--- src/rtl/multimode_ff_bank.sv ---
`default_nettype none
// ============================================================================
// Module      : multimode_ff_bank
// Description : Bank of WIDTH independent flip-flop bits. The function is
//               chosen every cycle by 'mode' (SR, JK, D or T). The bank also
//               reports which bits changed, flags SR conflicts (S=R=1) and
//               keeps a saturating count of conflict cycles.
//
// Ports       : clk          - clock, all state updates on posedge
//               rst_n        - asynchronous active-low reset, release is
//                              synchronised to clk
//               en           - update enable (0 = every bit holds)
//               mode[1:0]    - 0 SR, 1 JK, 2 D, 3 T
//               a[WIDTH-1:0] - S / J / D / T per bit
//               b[WIDTH-1:0] - R / K per bit (ignored in D and T)
//               conflict_clr - synchronous clear of conflict_cnt
//               q, q_n       - registered state and its complement
//               changed      - 1 for the cycle after any q bit changed
//               conflict     - 1 for the cycle after an SR update with S=R=1
//               conflict_cnt - saturating count of conflict cycles
//
// Revision    : 1.0 - initial release
// ============================================================================
module multimode_ff_bank #(
    parameter int WIDTH   = 8,
    parameter int SR_BOTH = 0,
    parameter int CNT_W   = 8
) (
    input  logic             clk,
    input  logic             rst_n,
    input  logic             en,
    input  logic [1:0]       mode,
    input  logic [WIDTH-1:0] a,
    input  logic [WIDTH-1:0] b,
    input  logic             conflict_clr,
    output logic [WIDTH-1:0] q,
    output logic [WIDTH-1:0] q_n,
    output logic             changed,
    output logic             conflict,
    output logic [CNT_W-1:0] conflict_cnt
);

    localparam logic [1:0]       c_MODE_SR = 2'd0;
    localparam logic [1:0]       c_MODE_JK = 2'd1;
    localparam logic [1:0]       c_MODE_D  = 2'd2;
    localparam logic [1:0]       c_MODE_T  = 2'd3;
    localparam logic [CNT_W-1:0] c_CNT_MAX = '1;

    logic [1:0]       r_sync;
    logic [WIDTH-1:0] r_q;
    logic             r_changed;
    logic             r_conflict;
    logic [CNT_W-1:0] r_cnt;

    logic             w_run;
    logic [WIDTH-1:0] w_both_val;
    logic [WIDTH-1:0] w_next;
    logic             w_conflict;

    // Reset release passes through two flops so the deassertion edge is
    // never seen asynchronously by the state registers; updates start once
    // the second flop has filled.
    always_ff @(posedge clk or negedge rst_n) begin
        if (!rst_n) begin
            r_sync <= 2'b00;
        end else begin
            r_sync <= {r_sync[0], 1'b1};
        end
    end

    assign w_run = r_sync[1];

    // Value taken by bits that see S=R=1 in SR mode.
    generate
        if (SR_BOTH == 1) begin : g_both_set
            assign w_both_val = '1;
        end else if (SR_BOTH == 2) begin : g_both_reset
            assign w_both_val = '0;
        end else if (SR_BOTH == 3) begin : g_both_toggle
            assign w_both_val = ~r_q;
        end else begin : g_both_hold
            assign w_both_val = r_q;
        end
    endgenerate

    always_comb begin
        w_next = r_q;
        case (mode)
            c_MODE_SR: w_next = (a & ~b) | (~a & ~b & r_q) | (a & b & w_both_val);
            c_MODE_JK: w_next = (a & ~r_q) | (~b & r_q);
            c_MODE_D:  w_next = a;
            c_MODE_T:  w_next = r_q ^ a;
            default:   w_next = r_q;
        endcase
    end

    // A conflict is an SR-mode S=R=1 on any bit, whatever SR_BOTH does with it.
    assign w_conflict = (mode == c_MODE_SR) && (|(a & b));

    always_ff @(posedge clk or negedge rst_n) begin
        if (!rst_n) begin
            r_q        <= '0;
            r_changed  <= 1'b0;
            r_conflict <= 1'b0;
            r_cnt      <= '0;
        end else if (!w_run) begin
            r_changed  <= 1'b0;
            r_conflict <= 1'b0;
        end else begin
            if (en) begin
                r_q        <= w_next;
                r_changed  <= |(w_next ^ r_q);
                r_conflict <= w_conflict;
            end else begin
                r_changed  <= 1'b0;
                r_conflict <= 1'b0;
            end
            // Clear has priority over a simultaneous increment.
            if (conflict_clr) begin
                r_cnt <= '0;
            end else if (en && w_conflict && (r_cnt != c_CNT_MAX)) begin
                r_cnt <= r_cnt + 1'b1;
            end
        end
    end

    assign q            = r_q;
    assign q_n          = ~r_q;
    assign changed      = r_changed;
    assign conflict     = r_conflict;
    assign conflict_cnt = r_cnt;

endmodule
`default_nettype wire

--- config.mk ---
export PLATFORM = sky130hd
export DESIGN_NAME = multimode_ff_bank
export DESIGN_NICKNAME = d
export VERILOG_FILES = /design/src/rtl/multimode_ff_bank.sv
export SDC_FILE = /design/constraint.sdc
export NUM_CORES = 1
export LEC_CHECK = 0
export BUFFER_PORTS_ARGS = -buffer_cell sky130_fd_sc_hd__buf_4
export CORE_UTILIZATION = 55
export DETAILED_ROUTE_END_ITERATION = 10
export PLACE_DENSITY = 0.84
export SKIP_CTS_REPAIR_TIMING = 1
export SLEW_MARGIN = 20
export SYNTH_ARGS = -nofsm -noshare
export SYNTH_HDL_FRONTEND = slang
export SYNTH_SLANG_ARGS = --single-unit
--- constraint.sdc ---
create_clock -name clk -period 3.6 [get_ports clk]
set_clock_uncertainty 0.1 [all_clocks]
set_input_delay 0.36 -clock clk [delete_from_list [all_inputs] [get_ports clk]]
set_output_delay 0.36 -clock clk [all_outputs]
set_load 0.02 [all_outputs]
==> impl_results.md, run 1 <==
- Status: finished, final reports clean
- DIE WIDTH: 54.5 um
- DRT antenna net count: 0
- Starting density of the core: 0.596
- Cells after synthesis: 194
- Post-Syn Nets: 217
- Final Hold Fails: 0
- Slew HR: 0.586
- Async set-reset flop share out of synthesis: 1.00
- Largest net degree at the start of global routing: 33
- Placed instance count: 263
- Crit path max fanout: 17
- Number of max-cap violations: 0
- Core Area: 0.00254 mm^2
- Clk root buf: clkbuf_4
- Max-slew violations: 0
- Worst-margin pin slew: 0.621 ns
- Clk buf depth: 2
- Layout cell share with drive strength beyond 1: 0.235
- RSZ-0062 raised after global routing: no
- CP required: 3.74 ns
- Final min period: 2.12 ns
- Crit path capture type: flop
- Synth cell types: 42
- H-tree levels: 1
- Post-synthesis cell area: 0.00152 mm^2
- VDD IR-drop max: 0.000403 V
- LEAKAGE: 0.000847 uW
- Drt wl/cell: 15.7 um
- Crit path launch type: flop
- Clk Latency, worst-skew pair: 0.31 ns
- Crit path kind: reg -> reg
- Die Y: 54.5 um
- P&R area growth vs syn: 26.7%
- DP HPWL: 3.02 mm
- Setup-failing EPs final: 0
- Detailed-router iteration count before antenna repair: 4
- Commonest non-fill, non-tap cell in the layout: buf_4
- Global-route wire length before repair: 6.45 mm
- Tcrit/Tclk final: 0.588
- Nets: 262
- CTS tree: done
- Post-synthesis sequential area ratio: 0.330
- #FFs+latches synth: 20
- Number of DRC markers in iteration 0: 70
- Top FF cell, synth: dfrtp_1
- Via count: 1701
- PwrDens: 473 mW/mm^2
- Antenna violations before repair: 0
- Total negative setup slack: 0 ns
- PortBufs: 47
- Vias in the first global route: 1441
- Hold Path Class: in -> reg
- Vias per cell: 6.35
- Antenna cell count: 0
- Residual DRC: 0
- Most frequent cells in the layout: 47 x buf_4, 24 x o21ai_0, 20 x nand2_1, 20 x a21oi_1, 20 x dfrtp_1
- Clk sink count: 20
- Arrival @ worst endpoint: 2.26 ns
- GRT Residual Overflow: 0
- Worst-path clk slew: 0.12 ns
- Routed wire length: 4.20 mm
- GRT Util Overall: 0.305
- Row count: 18
- GPL Wtd Cong: 0.849
- Post-Syn Area per Cell: 7.82 um^2
- Fmax: 472 MHz
- Non-Filler Instances: 268
- DIE AREA: 0.00297 mm^2
- Synthesis Warnings: 0
- TritonCTS Buffers: 3
- Ports: 48
- Post-synth EDFFs: 0
==> critical path: stages, from the launching register on <==
cell and delay, ns:
dfrtp_1 0.43, and2_1 0.55, nand4_2 0.36, or3_1 0.43, a21oi_1 0.17
==> metrics by stage <==
step / utilization / cell area, um^2 / power [uW] / hold WS (ns) / worst slack, ns
2_1_floorplan: - / 1520 / 551 / -0.0356 / 1.70
3_3_place_gp: 0.731 / 1860 / 697 / 0.155 / 1.57
3_5_place_dp: 0.731 / 1860 / 716 / 0.157 / 1.49
4_1_cts: 0.751 / 1910 / 907 / -0.195 / 1.47
5_1_grt: 0.755 / 1920 / 962 / 0.129 / 1.28
6_report: 0.755 / 1920 / 909 / 0.141 / 1.48
==> layer usage <==
metal | routed length, um | part of all wire | track usage | vias to the layer above
met5 | 0 | 0 | 0 | -
met2 | 2010 | 0.48 | 0.478 | 79
met3 | 268 | 0.064 | 0.0389 | 9
met1 | 1850 | 0.44 | 0.422 | 793
li1 | - | - | - | 820
met4 | 62 | 0.015 | 0.115 | 0
==> cells by family after synthesis <==
kind of cell,after synthesis,synth area share
xor gates and xnor gates,1,0.00578
muxes,4,0.0289
adders and majority gates,1,0.00825
buffers and inverters,21,0.0635
AOI/OAI and AO/OA,78,0.326
DFF,20,0.330
other,1,0.00247
and+or+nand+nor,68,0.235
==> final timing paths <==
path / startpoint / to / slack (ns) / depth (start not counted)
setup / recovery: r_sync[1] / conflict_cnt[5] / 1.48 / 4
hold / removal: conflict_clr / conflict_cnt[0] / 0.14 / 2
setup reg to reg: r_sync[1] / conflict_cnt[5] / 1.48 / 4
hold reg to reg: r_sync[0] / r_sync[1] / 0.27 / 0
max in group asynchronous: rst_n / conflict_cnt[3] / 2.84 / 2
min in group asynchronous: rst_n / conflict_cnt[2] / 0.35 / 2
==> cell type report <==
type	count	area (um^2)
multi-input combinational	153	920
fill	190	623
sequential	20	500
timing repair buffer	48	363
inverter	13	48.8
tap	30	37.5
clock inverter	1	30.0
clock buffer	3	22.5
==> where the power goes <==
part           switching [uW]  total [uW]  internal, uW  leakage (uW)
sequential               57.6         315           258      0.000250
clock                    79.9         192           113     0.0000279
combinational             222         401           180      0.000569
total                     359         909           550      0.000847
==> state kept, by name (all words and copies together), names as in the netlist <==
register	cells
conflict_cnt	8
r_sync	2
changed	1
q	8
conflict	1
==> cells in the mapped netlist, types with 3 or more instances <==
cell      number  area, um^2
o21ai_0       24         120
a21oi_1       20         100
dfrtp_1       20         500
nand2_1       20        75.1
inv_1         13        48.8
nand3_1        8        40.0
or3_1          8        50.1
a221oi_1       6        52.6
nor2_1         6        22.5
o22ai_1        6        37.5
nor3_1         5        25.0
a211oi_1       4        30.0
a22o_1         4        35.0
a22oi_1        4        30.0
nor2b_1        4        25.0
a311oi_1       3        26.3
and3_1         3        18.8
mux2_2         3        33.8
nand2b_1       3        18.8
nand3b_1       3        22.5
No activity file was read; power rests on OpenSTA's default activity.
==> inputs of run 2 (changes only) <==
- CORE_UTILIZATION: 55 -> 51
- PLACE_DENSITY: 0.84 -> 0.79
- clock period: 3.6 -> 2.1 ns (I/O delays scaled with it)
==> run 2 against run 1 <==
  * Clock-buffer cell count is 1 higher
  * Register-to-register slack worse by 1.4 ns
  * Die area is 7.5% higher
  * Final area grew 0.98%
  * Critical path type unchanged
  * Clock power increased by 21%
==> impl_results.md, run 2 (same netlist as run 1, synthesis figures left out) <==
- Worst r2r dst: conflict_cnt[7] (was conflict_cnt[5])
- Slowest cell on crit path: or4_1 (was and2_1)
- GRT Util Overall: 0.276 (was 0.305)
- Antenna violations before repair: 0 (unchanged)
- Area after DPL: 0.00188 mm^2 (was 0.00186 mm^2)
- Number of DRC markers in iteration 0: 107 (was 70)
- VDD IR-drop max: 0.000647 V (was 0.000403 V)
- Layout cell share with drive strength beyond 1: 0.241 (was 0.235)
- Routed wire length: 4.15 mm (was 4.20 mm)
- Max-slew violations: 0 (unchanged)
- Fmax: 508 MHz (was 472 MHz)
- Nets: 265 (was 262)
- Final min period: 1.97 ns (was 2.12 ns)
- Area of the multi-input gates: 928 um^2 (was 920 um^2)
- Row count: 19 (was 18)
- Crit path launch type: flop (unchanged)
- Setup-failing EPs final: 0 (unchanged)
- Tot Pwr: 1470 uW (was 909 uW)
- Detailed-router iteration count before antenna repair: 4 (unchanged)
- CP Cell Sequence: ha_1 -> and3_1 -> nand3_1 -> nand4_4 -> or4_1 -> nand2_1 (was and2_1 -> nand4_2 -> or3_1 -> a21oi_1)
- Clk buf depth: 2 (unchanged)
- GRT Residual Overflow: 0 (unchanged)
- Crit path max fanout: 12 (was 17)
- Clk Latency, worst-skew pair: 0.30 ns (was 0.31 ns)
- Clk sink count: 20 (unchanged)
- Status: finished, final reports clean (unchanged)
- DIE AREA: 0.00320 mm^2 (was 0.00297 mm^2)
- Ports: 48 (unchanged)
- Worst Setup EP: conflict_cnt[7] (was conflict_cnt[5])
- PortBufs: 47 (unchanged)
- Number of max-cap violations: 0 (unchanged)
- Clock Power Share: 0.158 (was 0.212)
- Sequential cell area: 500 um^2 (unchanged)
- Antenna cell count: 0 (unchanged)
- DRT antenna net count: 0 (unchanged)
- Placed instance count: 266 (was 263)
- Drt wl/cell: 15.2 um (was 15.7 um)
- Largest net degree at the start of global routing: 25 (was 33)
- Starting density of the core: 0.545 (was 0.596)
- Final Hold Fails: 0 (unchanged)
- Crit path kind: reg -> reg (unchanged)
- FILL cells: 224 (was 190)
- Clk root buf: clkbuf_4 (unchanged)
- Worst-path clk slew: 0.11 ns (was 0.12 ns)
- Comb pwr share: 0.473 (was 0.441)
- Vias in the first global route: 1616 (was 1441)
- Die Y: 56.5 um (was 54.5 um)
- Hold Path Class: in -> reg (unchanged)
- Core Area: 0.00278 mm^2 (was 0.00254 mm^2)
- RSZ-0062 raised after global routing: no (unchanged)
- Arrival @ worst endpoint: 2.12 ns (was 2.26 ns)
- Total negative setup slack: 0 ns (unchanged)
- DP HPWL: 3.09 mm (was 3.02 mm)
- Global-route wire length before repair: 7.09 mm (was 6.45 mm)
- Via count: 1738 (was 1701)
- Vias per cell: 6.39 (was 6.35)
- CP required: 2.25 ns (was 3.74 ns)
- Crit path from: conflict_cnt[0] (was r_sync[1])
- Most frequent cells in the layout: 49 x buf_4, 24 x o21ai_0, 20 x nand2_1, 20 x a21oi_1, 20 x dfrtp_1 (was 47 x buf_4, 24 x o21ai_0, 20 x nand2_1, 20 x a21oi_1, 20 x dfrtp_1)
- GPL Wtd Cong: 0.828 (was 0.849)
- R2R cell count: 6 (was 4)
- Setup slack, reg-to-reg: 0.13 ns (was 1.48 ns)
- Non-Filler Instances: 272 (was 268)
- Commonest non-fill, non-tap cell in the layout: buf_4 (unchanged)
- H-tree levels: 1 (unchanged)
- TritonCTS Buffers: 3 (unchanged)
- P_sw: 610 uW (was 359 uW)
- LEAKAGE: 0.000856 uW (was 0.000847 uW)
- Slowest stage delay, CP: 0.51 ns (was 0.55 ns)
- CTS tree: done (unchanged)
- Tcrit/Tclk final: 0.937 (was 0.588)
- Crit path capture type: flop (unchanged)
- Sw frac: 0.415 (was 0.395)
- Reg power frac: 0.369 (was 0.347)
- DIE WIDTH: 56.5 um (was 54.5 um)
- P&R area growth vs syn: 28.0% (was 26.7%)
- Design area: 0.00194 mm^2 (was 0.00192 mm^2)
- PwrDens: 758 mW/mm^2 (was 473 mW/mm^2)
- Internal: 860 uW (was 550 uW)
- Worst r2r src: conflict_cnt[0] (was r_sync[1])
- Residual DRC: 0 (unchanged)
run 2: changes by cell type in the layout (fill, tap and decap cells not counted), sizes merged:
cell / previous run / this run
bufinv: 1 / 0
dlygate4sd3: 1 / 2
clkbuf: 3 / 4
buf: 47 / 49
run 2: critical path: cells and delay by family (launching register included):
family	cells	cell delay, ns
fa+ha+maj	1	0.24
flops	1	0.44
simple gates	5	1.15
run 2: power by group through the flow:
stage / combinational, uW / sequential, uW / clock (uW)
after detailed placement: 686 / 547 / 0
after global routing: 753 / 554 / 251
after global placement: 666 / 537 / 0
after floorplan: 349 / 596 / 0
after CTS: 689 / 540 / 236
final: 695 / 543 / 232
run 2: area by class of cell:
type | count | share of cell area
multi-input cells | 153 | 0.478
inverters | 13 | 0.0251
repair buffers | 51 | 0.200
well taps | 31 | 0.0200
clock buffers | 4 | 0.0187
flip-flops and latches | 20 | 0.258
run 2: metal layers:
layer	GRT usage	vias to the layer above	routed length (um)
met2	0.477	72	2140
met1	0.355	834	1760
met5	0	-	0
met4	0.0906	0	38
met3	0.0323	6	210
li1	-	826	-
run 2: how the worst min path moves through the flow:
stage | from | to | slack (ns) | depth (start not counted)
after floorplan | rst_n | changed | -0.19 | 0
after global placement | rst_n | conflict_cnt[3] | 0.004 | 1
after detailed placement | rst_n | conflict_cnt[3] | 0.007 | 1
after CTS | rst_n | conflict_cnt[3] | -0.34 | 1
after global routing | a[0] | q[0] | 0.08 | 2
final | a[0] | q[0] | 0.08 | 2
run 2: through the flow:
stage          worst slack, ns   util  hold slack, ns
5_1_grt                 0.0133  0.698          0.0805
3_5_place_dp            0.0821  0.674         0.00723
2_1_floorplan            0.199      -          -0.186
3_3_place_gp             0.180  0.674         0.00435
6_report                 0.132  0.698          0.0829
4_1_cts                 0.0556  0.687          -0.335
==> inputs of run 3 (changes only) <==
- ABC_AREA: not set -> 1
- REMOVE_ABC_BUFFERS: not set -> 1
==> run 3 against run 2 <==
  * The run now ends with design-rule violations left
  * Sequential power fell by 11%
  * Worst hold slack gained 0.029 ns
  * Register-to-register slack better by 0.29 ns
==> impl_results.md, run 3 <==
- Status: finished, violations left (was finished, final reports clean)
- Violated checks: design-rule violations
- Die Y: 57.1 um (was 56.5 um)
- Final min period: 1.68 ns (was 1.97 ns)
- Setup-failing EPs final: 0 (unchanged)
- Vias per cell: 5.11 (was 6.39)
- Starting density of the core: 0.551 (was 0.545)
- LEAKAGE: 0.00116 uW (was 0.000856 uW)
- #FFs+latches synth: 20 (unchanged)
- Arrival @ worst endpoint: 1.77 ns (was 2.12 ns)
- Residual DRC: 8 (was 0)
- Cells after synthesis: 257 (was 194)
- GPL Wtd Cong: 0.915 (was 0.828)
- H-tree levels: 1 (unchanged)
- DIE WIDTH: 57.1 um (was 56.5 um)
- Top FF cell, synth: dfrtp_1 (unchanged)
- Post-synth EDFFs: 0 (unchanged)
- Post-Syn Area per Cell: 6.02 um^2 (was 7.82 um^2)
- Fmax: 597 MHz (was 508 MHz)
- Crit path max fanout: 8 (was 12)
- Post-synthesis sequential area ratio: 0.324 (was 0.330)
- P&R area growth vs syn: 28.7% (was 28.0%)
- RSZ-0062 raised after global routing: no (unchanged)
- Most frequent cell after synthesis: nand2_1 (was o21ai_0)
- Antenna cell count: 0 (unchanged)
- Routed wire length: 3.83 mm (was 4.15 mm)
- Final core occ: 0.710 (was 0.698)
- GRT Residual Overflow: 0 (unchanged)
- Final Hold Fails: 0 (unchanged)
- Number of DRC markers in iteration 0: 122 (was 107)
- Layout cell share with drive strength beyond 1: 0.201 (was 0.241)
- DP HPWL: 2.91 mm (was 3.09 mm)
- VDD IR-drop max: 0.000454 V (was 0.000647 V)
- Global-route wire length before repair: 6.44 mm (was 7.09 mm)
- Total negative setup slack: 0 ns (unchanged)
- Top-area cell type share of the netlist area: 0.324 (was 0.330)
- Hold Path Class: in -> reg (unchanged)
- Most frequent cells after synthesis: 129 x nand2_1, 29 x inv_1, 26 x nand3_1 (was 24 x o21ai_0, 20 x a21oi_1, 20 x dfrtp_1, 20 x nand2_1, 13 x inv_1)
- Largest net degree at the start of global routing: 21 (was 25)
- PortBufs: 47 (unchanged)
- Async set-reset flop share out of synthesis: 1.00 (unchanged)
- Ports: 48 (unchanged)
- Post-synthesis cell area: 0.00155 mm^2 (was 0.00152 mm^2)
- Antenna violations before repair: 0 (unchanged)
- Max-slew violations: 0 (unchanged)
- Commonest non-fill, non-tap cell in the layout: nand2_1 (was buf_4)
- Clk root buf: clkbuf_4 (unchanged)
- Crit path launch type: flop (unchanged)
- Most frequent cells in the layout: 129 x nand2_1, 49 x buf_4, 29 x inv_1 (was 49 x buf_4, 24 x o21ai_0, 20 x nand2_1, 20 x a21oi_1, 20 x dfrtp_1)
- Synth cell types: 26 (was 42)
- CP required: 2.19 ns (was 2.25 ns)
- Crit path capture type: flop (unchanged)
- Crit path kind: reg -> reg (unchanged)
- Nets: 333 (was 265)
- Area contributors post-synth: dfrtp_1 32%, nand2_1 31%, nand3_1 8.4% (was dfrtp_1 33%, o21ai_0 7.9%, a21oi_1 6.6%)
- Detailed-router iteration count before antenna repair: 7 (was 4)
- CTS tree: done (unchanged)
- Via count: 1737 (was 1738)
- Drt wl/cell: 11.3 um (was 15.2 um)
- Core Area: 0.00281 mm^2 (was 0.00278 mm^2)
- DRT antenna net count: 0 (unchanged)
- Row count: 19 (unchanged)
- Synthesis Warnings: 0 (unchanged)
- Clk buf depth: 2 (unchanged)
- TritonCTS Buffers: 3 (unchanged)
- Clk Latency, worst-skew pair: 0.30 ns (about the same)
- PwrDens: 603 mW/mm^2 (was 758 mW/mm^2)
- Number of max-cap violations: 0 (unchanged)
- Tcrit/Tclk final: 0.798 (was 0.937)
- Vias in the first global route: 1459 (was 1616)
- Clk sink count: 20 (unchanged)
- Largest area contributor in the netlist: dfrtp_1 (unchanged)
- GRT Util Overall: 0.252 (was 0.276)
- Worst-path clk slew: 0.11 ns (about the same)
- DIE AREA: 0.00326 mm^2 (was 0.00320 mm^2)
-- run 3: cell types whose count changed after synthesis, moves of 5 or more --
cell      change
o21ai_0       -7
inv_1        +16
a21oi_1      -20
or3_1         -8
nor2_1        +5
nand2_1     +109
nand3_1      +18
a221oi_1      -6
-- run 3: layer usage --
metal  share of wire  global-route usage
met1            0.48               0.366
met2            0.46               0.400
met3           0.059              0.0408
met5               0                   0
met4          0.0052              0.0488
-- run 3: final timing paths --
check | startpoint | end | slack, ns | depth (start not counted)
worst max-delay path | conflict_cnt[0] | conflict_cnt[5] | 0.42 | 8
worst min register to register | r_sync[0] | r_sync[1] | 0.26 | 0
worst min-delay path | conflict_clr | conflict_cnt[6] | 0.11 | 4
min in group asynchronous | rst_n | conflict_cnt[5] | 0.21 | 2
max in group asynchronous | rst_n | q[2] | 1.48 | 2
worst max register to register | conflict_cnt[0] | conflict_cnt[5] | 0.42 | 8
-- run 3: final cells by class --
class | instances | area [um^2]
inverter | 31 | 118
clock buffer | 4 | 36.3
sequential | 20 | 500
timing repair buffer | 50 | 378
tap | 31 | 38.8
fill | 273 | 815
multi-input combinational | 204 | 920
-- run 3: cells by family (layout without fill, tap and decap cells) --
group                    count (synthesis)  after routing  synth area share
AO/OA/AOI/OAI                           23             23            0.0817
other                                    1              1           0.00242
adder cells (fa/ha/maj)                  1              1           0.00809
XOR/XNOR                                 4              4            0.0227
buffers and inverters                   33             85            0.0817
flip-flops                              20             20             0.324
AND/OR/NAND/NOR                        175            175             0.480
-- run 3: metrics by stage --
step | total power (uW) | instance area [um^2] | worst slack [ns] | hold WS (ns) | cells
CTS | 1210 | 1980 | 0.416 | -0.335 | 339
global route | 1290 | 1990 | 0.259 | 0.107 | 340
finish | 1200 | 1990 | 0.424 | 0.112 | 340
floorplan | 777 | 1540 | 0.399 | -0.186 | 255
global placement | 977 | 1940 | 0.483 | 0.00798 | 335
detailed placement | 981 | 1940 | 0.438 | 0.00654 | 335
-- run 3: worst max-delay path, cell delays in order (launching register included) --
cell and delay, ns:
dfrtp_1 0.42, ha_1 0.19, nand2_1 0.08, nor3_2 0.22, nand3_1 0.15, nand4_4 0.18
nand2_4 0.10, nand2_1 0.07, o21ai_0 0.06
-- run 3: report_power, final --
group	internal (uW)	switching (uW)
clock network	106	118
logic	200	296
registers	425	55.2
